File: src/rtl/cpu_pkg.sv
// Shared definitions for the next-PC sequencer: PC-source encodings,
// control-transfer kinds, FSM states, exception causes and small helpers.
package cpu_pkg;

  localparam logic [2:0] PC_SRC_ALUOUT = 3'b000;
  localparam logic [2:0] PC_SRC_ALU    = 3'b001;
  localparam logic [2:0] PC_SRC_JUMP   = 3'b010;
  localparam logic [2:0] PC_SRC_EPC    = 3'b011;
  localparam logic [2:0] PC_SRC_LOAD   = 3'b100;

  typedef enum logic [2:0] {
    KIND_NONE = 3'd0,
    KIND_BEQ  = 3'd1,
    KIND_BNE  = 3'd2,
    KIND_BLE  = 3'd3,
    KIND_BGT  = 3'd4,
    KIND_J    = 3'd5,
    KIND_JR   = 3'd6,
    KIND_RTE  = 3'd7
  } ctl_kind_e;

  typedef enum logic [2:0] {
    ST_IDLE    = 3'd0,
    ST_FETCH   = 3'd1,
    ST_BRANCH  = 3'd2,
    ST_EXC_EPC = 3'd3,
    ST_EXC_RD  = 3'd4,
    ST_EXC_LD  = 3'd5
  } state_e;

  localparam logic [1:0] CAUSE_OPCODE   = 2'd0;
  localparam logic [1:0] CAUSE_OVERFLOW = 2'd1;
  localparam logic [1:0] CAUSE_DIV_ZERO = 2'd2;

  // The unused cause code 3 aliases onto the invalid-opcode vector.
  function automatic logic [1:0] norm_cause(input logic [1:0] cause);
    return (cause == 2'd3) ? CAUSE_OPCODE : cause;
  endfunction

  function automatic logic is_cond_branch(input ctl_kind_e kind);
    return (kind == KIND_BEQ) || (kind == KIND_BNE) ||
           (kind == KIND_BLE) || (kind == KIND_BGT);
  endfunction

  function automatic logic branch_taken(input ctl_kind_e kind,
                                        input logic      zero,
                                        input logic      gt);
    logic taken;
    taken = 1'b1;
    case (kind)
      KIND_BEQ: taken = zero;
      KIND_BNE: taken = !zero;
      KIND_BLE: taken = zero | !gt;
      KIND_BGT: taken = gt & !zero;
      default:  taken = 1'b1;
    endcase
    return taken;
  endfunction

  function automatic logic [2:0] kind_src(input ctl_kind_e kind);
    logic [2:0] src;
    src = PC_SRC_ALUOUT;
    case (kind)
      KIND_J:   src = PC_SRC_JUMP;
      KIND_JR:  src = PC_SRC_ALU;
      KIND_RTE: src = PC_SRC_EPC;
      default:  src = PC_SRC_ALUOUT;
    endcase
    return src;
  endfunction

endpackage

File: src/rtl/pc_src_ctrl.sv
// Next-PC sequencer: turns fetch, branch/jump and exception requests into PC_Src
// and write-enable sequences. Exception path is built only with PC_SRC_CTRL_EXC_EN.
module pc_src_ctrl
  import cpu_pkg::*;
#(
  parameter int          VEC_WAIT = 3,
  parameter logic [31:0] VEC_BASE = 32'd253
) (
  input  logic        clk,
  input  logic        reset_n,
  input  logic        fetch_req,
  input  logic        ctl_valid,
  output logic        ctl_ready,
  input  logic [2:0]  ctl_kind,
  input  logic        alu_zero,
  input  logic        alu_gt,
  input  logic        exc_req,
  input  logic [1:0]  exc_cause,
  output logic        exc_ack,
  output logic [2:0]  PC_Src,
  output logic        pc_write,
  output logic        epc_write,
  output logic        vec_rd,
  output logic [31:0] vec_addr,
  output logic        done
);

  state_e     state;
  ctl_kind_e  kind_q;
  ctl_kind_e  kind_in;
  logic [2:0] pc_src_q;
  logic       pc_write_q;
  logic       cond_q;
  logic       done_q;

  assign kind_in = ctl_kind_e'(ctl_kind);

`ifdef PC_SRC_CTRL_EXC_EN
  localparam int CW = (VEC_WAIT > 1) ? $clog2(VEC_WAIT) : 1;

  logic [CW-1:0] cnt_q;
  logic [1:0]    cause_q;
  logic          exc_ack_q;
  logic          epc_write_q;
  logic          vec_rd_q;
  logic [31:0]   vec_addr_q;
`endif

  // NOTE: sequential state uses <= so every register samples pre-edge values;
  // the async reset clears everything so an aborted sequence leaves no write behind.
  always_ff @(posedge clk or negedge reset_n) begin
    if (!reset_n) begin
      state      <= ST_IDLE;
      kind_q     <= KIND_NONE;
      pc_src_q   <= PC_SRC_ALUOUT;
      pc_write_q <= 1'b0;
      cond_q     <= 1'b0;
      done_q     <= 1'b0;
`ifdef PC_SRC_CTRL_EXC_EN
      cnt_q       <= '0;
      cause_q     <= CAUSE_OPCODE;
      exc_ack_q   <= 1'b0;
      epc_write_q <= 1'b0;
      vec_rd_q    <= 1'b0;
      vec_addr_q  <= '0;
`endif
    end else begin
      pc_src_q   <= PC_SRC_ALUOUT;
      pc_write_q <= 1'b0;
      cond_q     <= 1'b0;
      done_q     <= 1'b0;
`ifdef PC_SRC_CTRL_EXC_EN
      exc_ack_q   <= 1'b0;
      epc_write_q <= 1'b0;
      vec_rd_q    <= 1'b0;
      vec_addr_q  <= '0;
`endif
      case (state)
        ST_IDLE: begin
`ifdef PC_SRC_CTRL_EXC_EN
          if (exc_req) begin
            state       <= ST_EXC_EPC;
            cause_q     <= norm_cause(exc_cause);
            exc_ack_q   <= 1'b1;
            epc_write_q <= 1'b1;
            pc_src_q    <= PC_SRC_ALU;
          end else
`endif
          if (ctl_valid && kind_in != KIND_NONE) begin
            state      <= ST_BRANCH;
            kind_q     <= kind_in;
            pc_write_q <= 1'b1;
            cond_q     <= is_cond_branch(kind_in);
            pc_src_q   <= kind_src(kind_in);
          end else if (fetch_req) begin
            state      <= ST_FETCH;
            pc_write_q <= 1'b1;
            pc_src_q   <= PC_SRC_ALU;
          end else if (ctl_valid) begin
            done_q <= 1'b1;
          end
        end
        ST_FETCH, ST_BRANCH: begin
          state  <= ST_IDLE;
          done_q <= 1'b1;
        end
`ifdef PC_SRC_CTRL_EXC_EN
        ST_EXC_EPC: begin
          state      <= ST_EXC_RD;
          vec_rd_q   <= 1'b1;
          vec_addr_q <= VEC_BASE + {30'd0, cause_q};
          cnt_q      <= CW'(VEC_WAIT - 1);
        end
        ST_EXC_RD: begin
          // The counter stops at zero, so it never wraps.
          if (cnt_q == '0) begin
            state      <= ST_EXC_LD;
            pc_write_q <= 1'b1;
            pc_src_q   <= PC_SRC_LOAD;
          end else begin
            cnt_q      <= cnt_q - CW'(1);
            vec_rd_q   <= 1'b1;
            vec_addr_q <= vec_addr_q;
          end
        end
        ST_EXC_LD: begin
          state  <= ST_IDLE;
          done_q <= 1'b1;
        end
`endif
        default: state <= ST_IDLE;
      endcase
    end
  end

  // Conditional branches resolve against the flags present while in BRANCH.
  assign pc_write  = pc_write_q & (~cond_q | branch_taken(kind_q, alu_zero, alu_gt));
  assign PC_Src    = pc_src_q;
  assign done      = done_q;
  assign ctl_ready = (state == ST_IDLE);

`ifdef PC_SRC_CTRL_EXC_EN
  assign exc_ack   = exc_ack_q;
  assign epc_write = epc_write_q;
  assign vec_rd    = vec_rd_q;
  assign vec_addr  = vec_addr_q;
`else
  logic unused_exc;
  assign unused_exc = ^{exc_req, exc_cause, VEC_BASE, VEC_WAIT};
  assign exc_ack    = 1'b0;
  assign epc_write  = 1'b0;
  assign vec_rd     = 1'b0;
  assign vec_addr   = 32'd0;
`endif

endmodule

File: config.mk
export PLATFORM = sky130hd
export DESIGN_NAME = pc_src_ctrl
export DESIGN_NICKNAME = d
export VERILOG_FILES = /design/src/rtl/cpu_pkg.sv /design/src/rtl/pc_src_ctrl.sv
export SDC_FILE = /design/constraint.sdc
export NUM_CORES = 1
export LEC_CHECK = 0
export CELL_PAD_IN_SITES_DETAIL_PLACEMENT = 1
export CELL_PAD_IN_SITES_GLOBAL_PLACEMENT = 2
export CORE_MARGIN = 4
export CORE_UTILIZATION = 20
export DETAILED_ROUTE_END_ITERATION = 16
export GPL_TIMING_DRIVEN = 0
export PLACE_DENSITY = 0.83
export SLEW_MARGIN = 5
export SYNTH_ARGS = -nofsm -noshare
export SYNTH_HDL_FRONTEND = slang
export SYNTH_SLANG_ARGS = --single-unit
File: constraint.sdc
create_clock -name clk -period 2.3 [get_ports clk]
set_input_delay 0.46 -clock clk [delete_from_list [all_inputs] [get_ports clk]]
set_output_delay 0.46 -clock clk [all_outputs]
set_load 0.02 [all_outputs]
Yosys cells after proc, flatten, opt, wreduce, memory -nomap -nowiden:

Index checks and enable logic that the tools add are counted.
W data, S select, Z words.

* memories: 0
* bits of input ports: 12
* memory bits (writable): 0
* register bits: 12
* ROM bits: 0
* output and inout bits: 41
* latch bits: 0

* shifts and indexed selects: 0
* muxes and demuxes: 17
* eq/ne operators: 14
* $add $sub $neg: 0
* multiply operators: 0
* div/mod/pow operators: 0
* bitwise logic cells: 5
* reductions and logical operators: 10
* magnitude comparators: 0

Operator list (number)
* $eq A3 B2 Y1 const B: 5
* $eq A3 B3 Y1 const B: 5
* $mux W3: 5
* $eq A3 B1 Y1 const B: 3
* $mux W1: 9
* $pmux W2 S3: 1
* $pmux W1 S4: 1
* $logic_not A3 Y1: 1
* $logic_or A1 B1 Y1: 3
* $ne A3 B2 Y1 const B: 1
* $reduce_bool A3 Y1: 1
* $and A1 B1 Y1: 2
* $logic_not A1 Y1: 2
* $or A1 B1 Y1: 2
* $pmux W1 S2: 1
* $reduce_and A2 Y1: 1
* $reduce_or A2 Y1: 1
* $logic_and A1 B1 Y1: 1
* $not A1 Y1: 1

Depth between registers and ports, before layout:

* word-level depth: 6
* depth in mapped cells: 6

Worst setup path after synthesis:

No wires, ideal clock.

* path kind: input to output
* from: input port alu_gt
* to: output port pc_write
* buffers on the path: 0
* slack: 826 ps
* stages: 3
* arrival time: 1014 ps
* path through: nor2b_1 o21ai_1 a31oi_1

* word-level cells in the longest chain between the ends: 5
* elaborated cells between the ends (all ways): 6

RTL lines
* from (decl): line pc_src_ctrl.sv:16 `input logic alu_gt,`
* $logic_not A1 Y1: line cpu_pkg.sv:53 `KIND_BLE: taken = zero | !gt;`
* $or A1 B1 Y1: line cpu_pkg.sv:53
* $pmux W1 S4 (*): line cpu_pkg.sv:50 `case (kind)`
* $or A1 B1 Y1 (*): line pc_src_ctrl.sv:137 `assign pc_write = pc_write_q & (~cond_q | branch_taken(kind_q, alu_zero, alu_gt));`
* $and A1 B1 Y1 (*): line pc_src_ctrl.sv:137
* to (decl): line pc_src_ctrl.sv:21 `output logic pc_write,`

Every way passes the cells marked *; elsewhere a longest branch is shown, timed or not.

Worst setup path after layout:

* from: input port alu_zero
* to: output port pc_write

* word-level cells in the longest chain between the ends: 5
* elaborated cells between the ends (all ways): 6

RTL lines
* from (decl): line pc_src_ctrl.sv:15 `input logic alu_zero,`
* $logic_not A1 Y1: line cpu_pkg.sv:52, cpu_pkg.sv:54
* $and A1 B1 Y1: line cpu_pkg.sv:54 `KIND_BGT: taken = gt & !zero;`
* $pmux W1 S4 (*): line cpu_pkg.sv:50
* $or A1 B1 Y1 (*): line pc_src_ctrl.sv:137
* $and A1 B1 Y1 (*): line pc_src_ctrl.sv:137

Marks and branches as above.

==> impl_metrics.env <==
export IMPL_outcome="finished, final reports clean"
export IMPL_required_ns=1.84
export IMPL_antenna_left=0
export IMPL_synthCells=85
export IMPL_setup_viol=0
export IMPL_seq_area_um2=250
export IMPL_die_area_um2=4950
export IMPL_cts_sinks=10
export IMPL_synth_top_cell_area_share=0.347
export IMPL_port_buffers=13
export IMPL_synth_commonest_cells="36 x buf_4, 10 x dfrtp_1, 5 x o21ai_1"
export IMPL_crit_buf_inv=2
export IMPL_clkTransAtPathRegs_ns=0.05
export IMPL_start_util=0.209
export IMPL_grt_pass1_vias=684
export IMPL_wl_per_cell_um=9.99
export IMPL_clock_latency_ns=0.24
export IMPL_r2r_start="state[0]$_DFFE_PN0P_"
export IMPL_fmax_mhz=461
export IMPL_crit_family="buffers and inverters"
export IMPL_synth_area_um2=778
export IMPL_endpoint_kind="output port"
export IMPL_drt_first_pass_iters=4
export IMPL_ioPinCount=53
export IMPL_hold_ws_ns=0.537
export IMPL_vias=631
export IMPL_maxCapViolations=0
export IMPL_startpoint_type="input pin"
export IMPL_reg2reg_to="kind_q[1]$_DFFE_PN0P_"
export IMPL_cp_arrival_ns=1.71
export IMPL_core_area_um2=3720
export IMPL_place_inst=181
export IMPL_cts_root_buf="clkbuf_8"
export IMPL_yosysMostFrequentCell="buf_4"
export IMPL_syn_area_per_cell_um2=9.16
export IMPL_async_flop_share=1.00
export IMPL_reg2regPathDepth=6
export IMPL_p_leak_nw=0.630
export IMPL_grt_ovfl_total=0
export IMPL_final_cells=185
export IMPL_yosysUniqueCellTypes=22
export IMPL_period_share=0.944
export IMPL_min_period_ns=2.17
export IMPL_grt_antenna_before_repair=0
export IMPL_grtUsageTotal=0.0802
export IMPL_clock_path_buffers=2
export IMPL_grt_pass1_wl_um=3170
export IMPL_multi_input_area_um2=363
export IMPL_synth_seq_cells=10
export IMPL_crit_slowest_cell="clkdlybuf4s50_1"
export IMPL_htreeDepth=1
export IMPL_p_per_area_nw_per_um2=669
export IMPL_diodes=0
export IMPL_finalClockSkew_ns=0.00209
export IMPL_drtIter0Drc=5
export IMPL_hold_viol=0
export IMPL_hp_class="in -> async"
export IMPL_areaGrowthSynthToFinish_pct=48.2
export IMPL_rsz0062_at_grt="no"
export IMPL_num_rows=22
export IMPL_power_total_mw=0.772
export IMPL_slew_violations=0
export IMPL_cts_tree="built"
export IMPL_dieWidth_um=70.4
export IMPL_ys_warn_count=0
export IMPL_synth_edf_count=0
export IMPL_ys_top_cells_by_area="buf_4 35%, dfrtp_1 32%, a22o_1 3.4%"
export IMPL_synthFlopType="dfrtp_1"
export IMPL_yosysSeqAreaShare=0.322
export IMPL_drt_wl_total_um=1850
export IMPL_worstPathCellList="clkdlybuf4s50_1 > nor2b_1 > o41ai_1 > a31oi_1 > dlygate4sd2_1"
export IMPL_reg2reg_slack_ns=0.88
export IMPL_nFillCells=462
export IMPL_nets=152
export IMPL_yosysTopAreaCell="buf_4"
export IMPL_grt_max_degree=11
export IMPL_worstPathMaxFanout=3
export IMPL_cts_buffers=3
export IMPL_routabilityCongestion=0.665
export IMPL_place_hpwl_um=1510
export IMPL_fin_tns_setup_ns=0
export IMPL_post_route_drc_count=0
export IMPL_die_h_um=70.4
export IMPL_critical_path_class="in -> out"
export IMPL_ir_worst_vdd_mv=0.180
export IMPL_vias_per_cell=3.41
export IMPL_layout_drive_gt1_share=0.336
export IMPL_slowest_delay_ns=0.50
[routing by layer]
metal / part of all wire / global-route usage / routed length, um / vias up
li1: - / - / - / 311
met1: 0.36 / 0.0836 / 663 / 287
met2: 0.53 / 0.144 / 985 / 29
met3: 0.090 / 0.0245 / 166 / 4
met4: 0.018 / 0.0383 / 33 / 0
met5: 0 / 0 / 0 / -
[worst max path at each step]
| stage | slack, ns | endpoint | cells past startpoint | start |
|---|---|---|---|---|
| after floorplan | 0.83 | pc_write | 3 | alu_gt |
| after CTS | 0.11 | pc_write | 5 | alu_zero |
| final | 0.13 | pc_write | 5 | alu_zero |
| after global routing | 0.03 | pc_write | 5 | alu_zero |
| after detailed placement | -0.10 | pc_write | 5 | alu_zero |
| after global placement | -0.08 | pc_write | 5 | alu_zero |
[power breakdown]
part | switching [mW] | internal, mW | leakage (nW)
Sequential | 0.0320 | 0.218 | 0.126
Clock | 0.0705 | 0.151 | 0.0288
Combinational | 0.159 | 0.142 | 0.475
Total | 0.261 | 0.510 | 0.630
[cell usage in the layout (no fill, tap or decap), drive strengths merged]
master and n:
buf 37, conb 36, clkdlybuf4s50 12, dfrtp 10, o21ai 7, inv 4, clkbuf 4, nor2b 3
nand2 3, a22o 3, a31oi 2, nor2 2, nand2b 2, a21boi 2, ha 2, nor3 1
nand4 1, and2 1, nand3b 1, o41ai 1, and3b 1, and3 1, dlygate4sd2 1
[area by class of cell]
| cell class | count | area share |
|---|---|---|
| buffer | 37 | 0.244 |
| clock buffer | 4 | 0.0477 |
| inverter | 4 | 0.0130 |
| multi-input combinational | 69 | 0.315 |
| sequential | 10 | 0.217 |
| tap | 48 | 0.0521 |
| timing repair buffer | 13 | 0.112 |
[registers in the layout, summed over array words and instances, names as in the netlist]
| register | flops |
|---|---|
| kind_q | 3 |
| done | 1 |
| state | 2 |
| PC_Src | 2 |
| cond_q | 1 |
| pc_write_q | 1 |
[repair_timing]
item	in CTS	in global routing
gates resized for setup	1	0
hold endpoints to repair	0	0
setup endpoints to repair	1	0
setup buffers	0	0
hold buffers	0	0
[metrics by stage]
step / setup slack, ns / utilization / cell area [um^2]
floorplan: 0.826 / - / 910
global placement: -0.0787 / 0.296 / 1100
detailed placement: -0.104 / 0.296 / 1100
CTS: 0.107 / 0.310 / 1150
global route: 0.0347 / 0.310 / 1150
finish: 0.129 / 0.310 / 1150
[cell families after synthesis]
kind of cell | after synthesis | synth area share
buffers and inverters | 41 | 0.381
flip-flops | 10 | 0.322
other | 1 | 0.00482
adder cells (fa/ha/maj) | 2 | 0.0321
AO/OA/AOI/OAI | 15 | 0.135
AND/OR/NAND/NOR | 16 | 0.125
(Power assumes the default switching activity.)
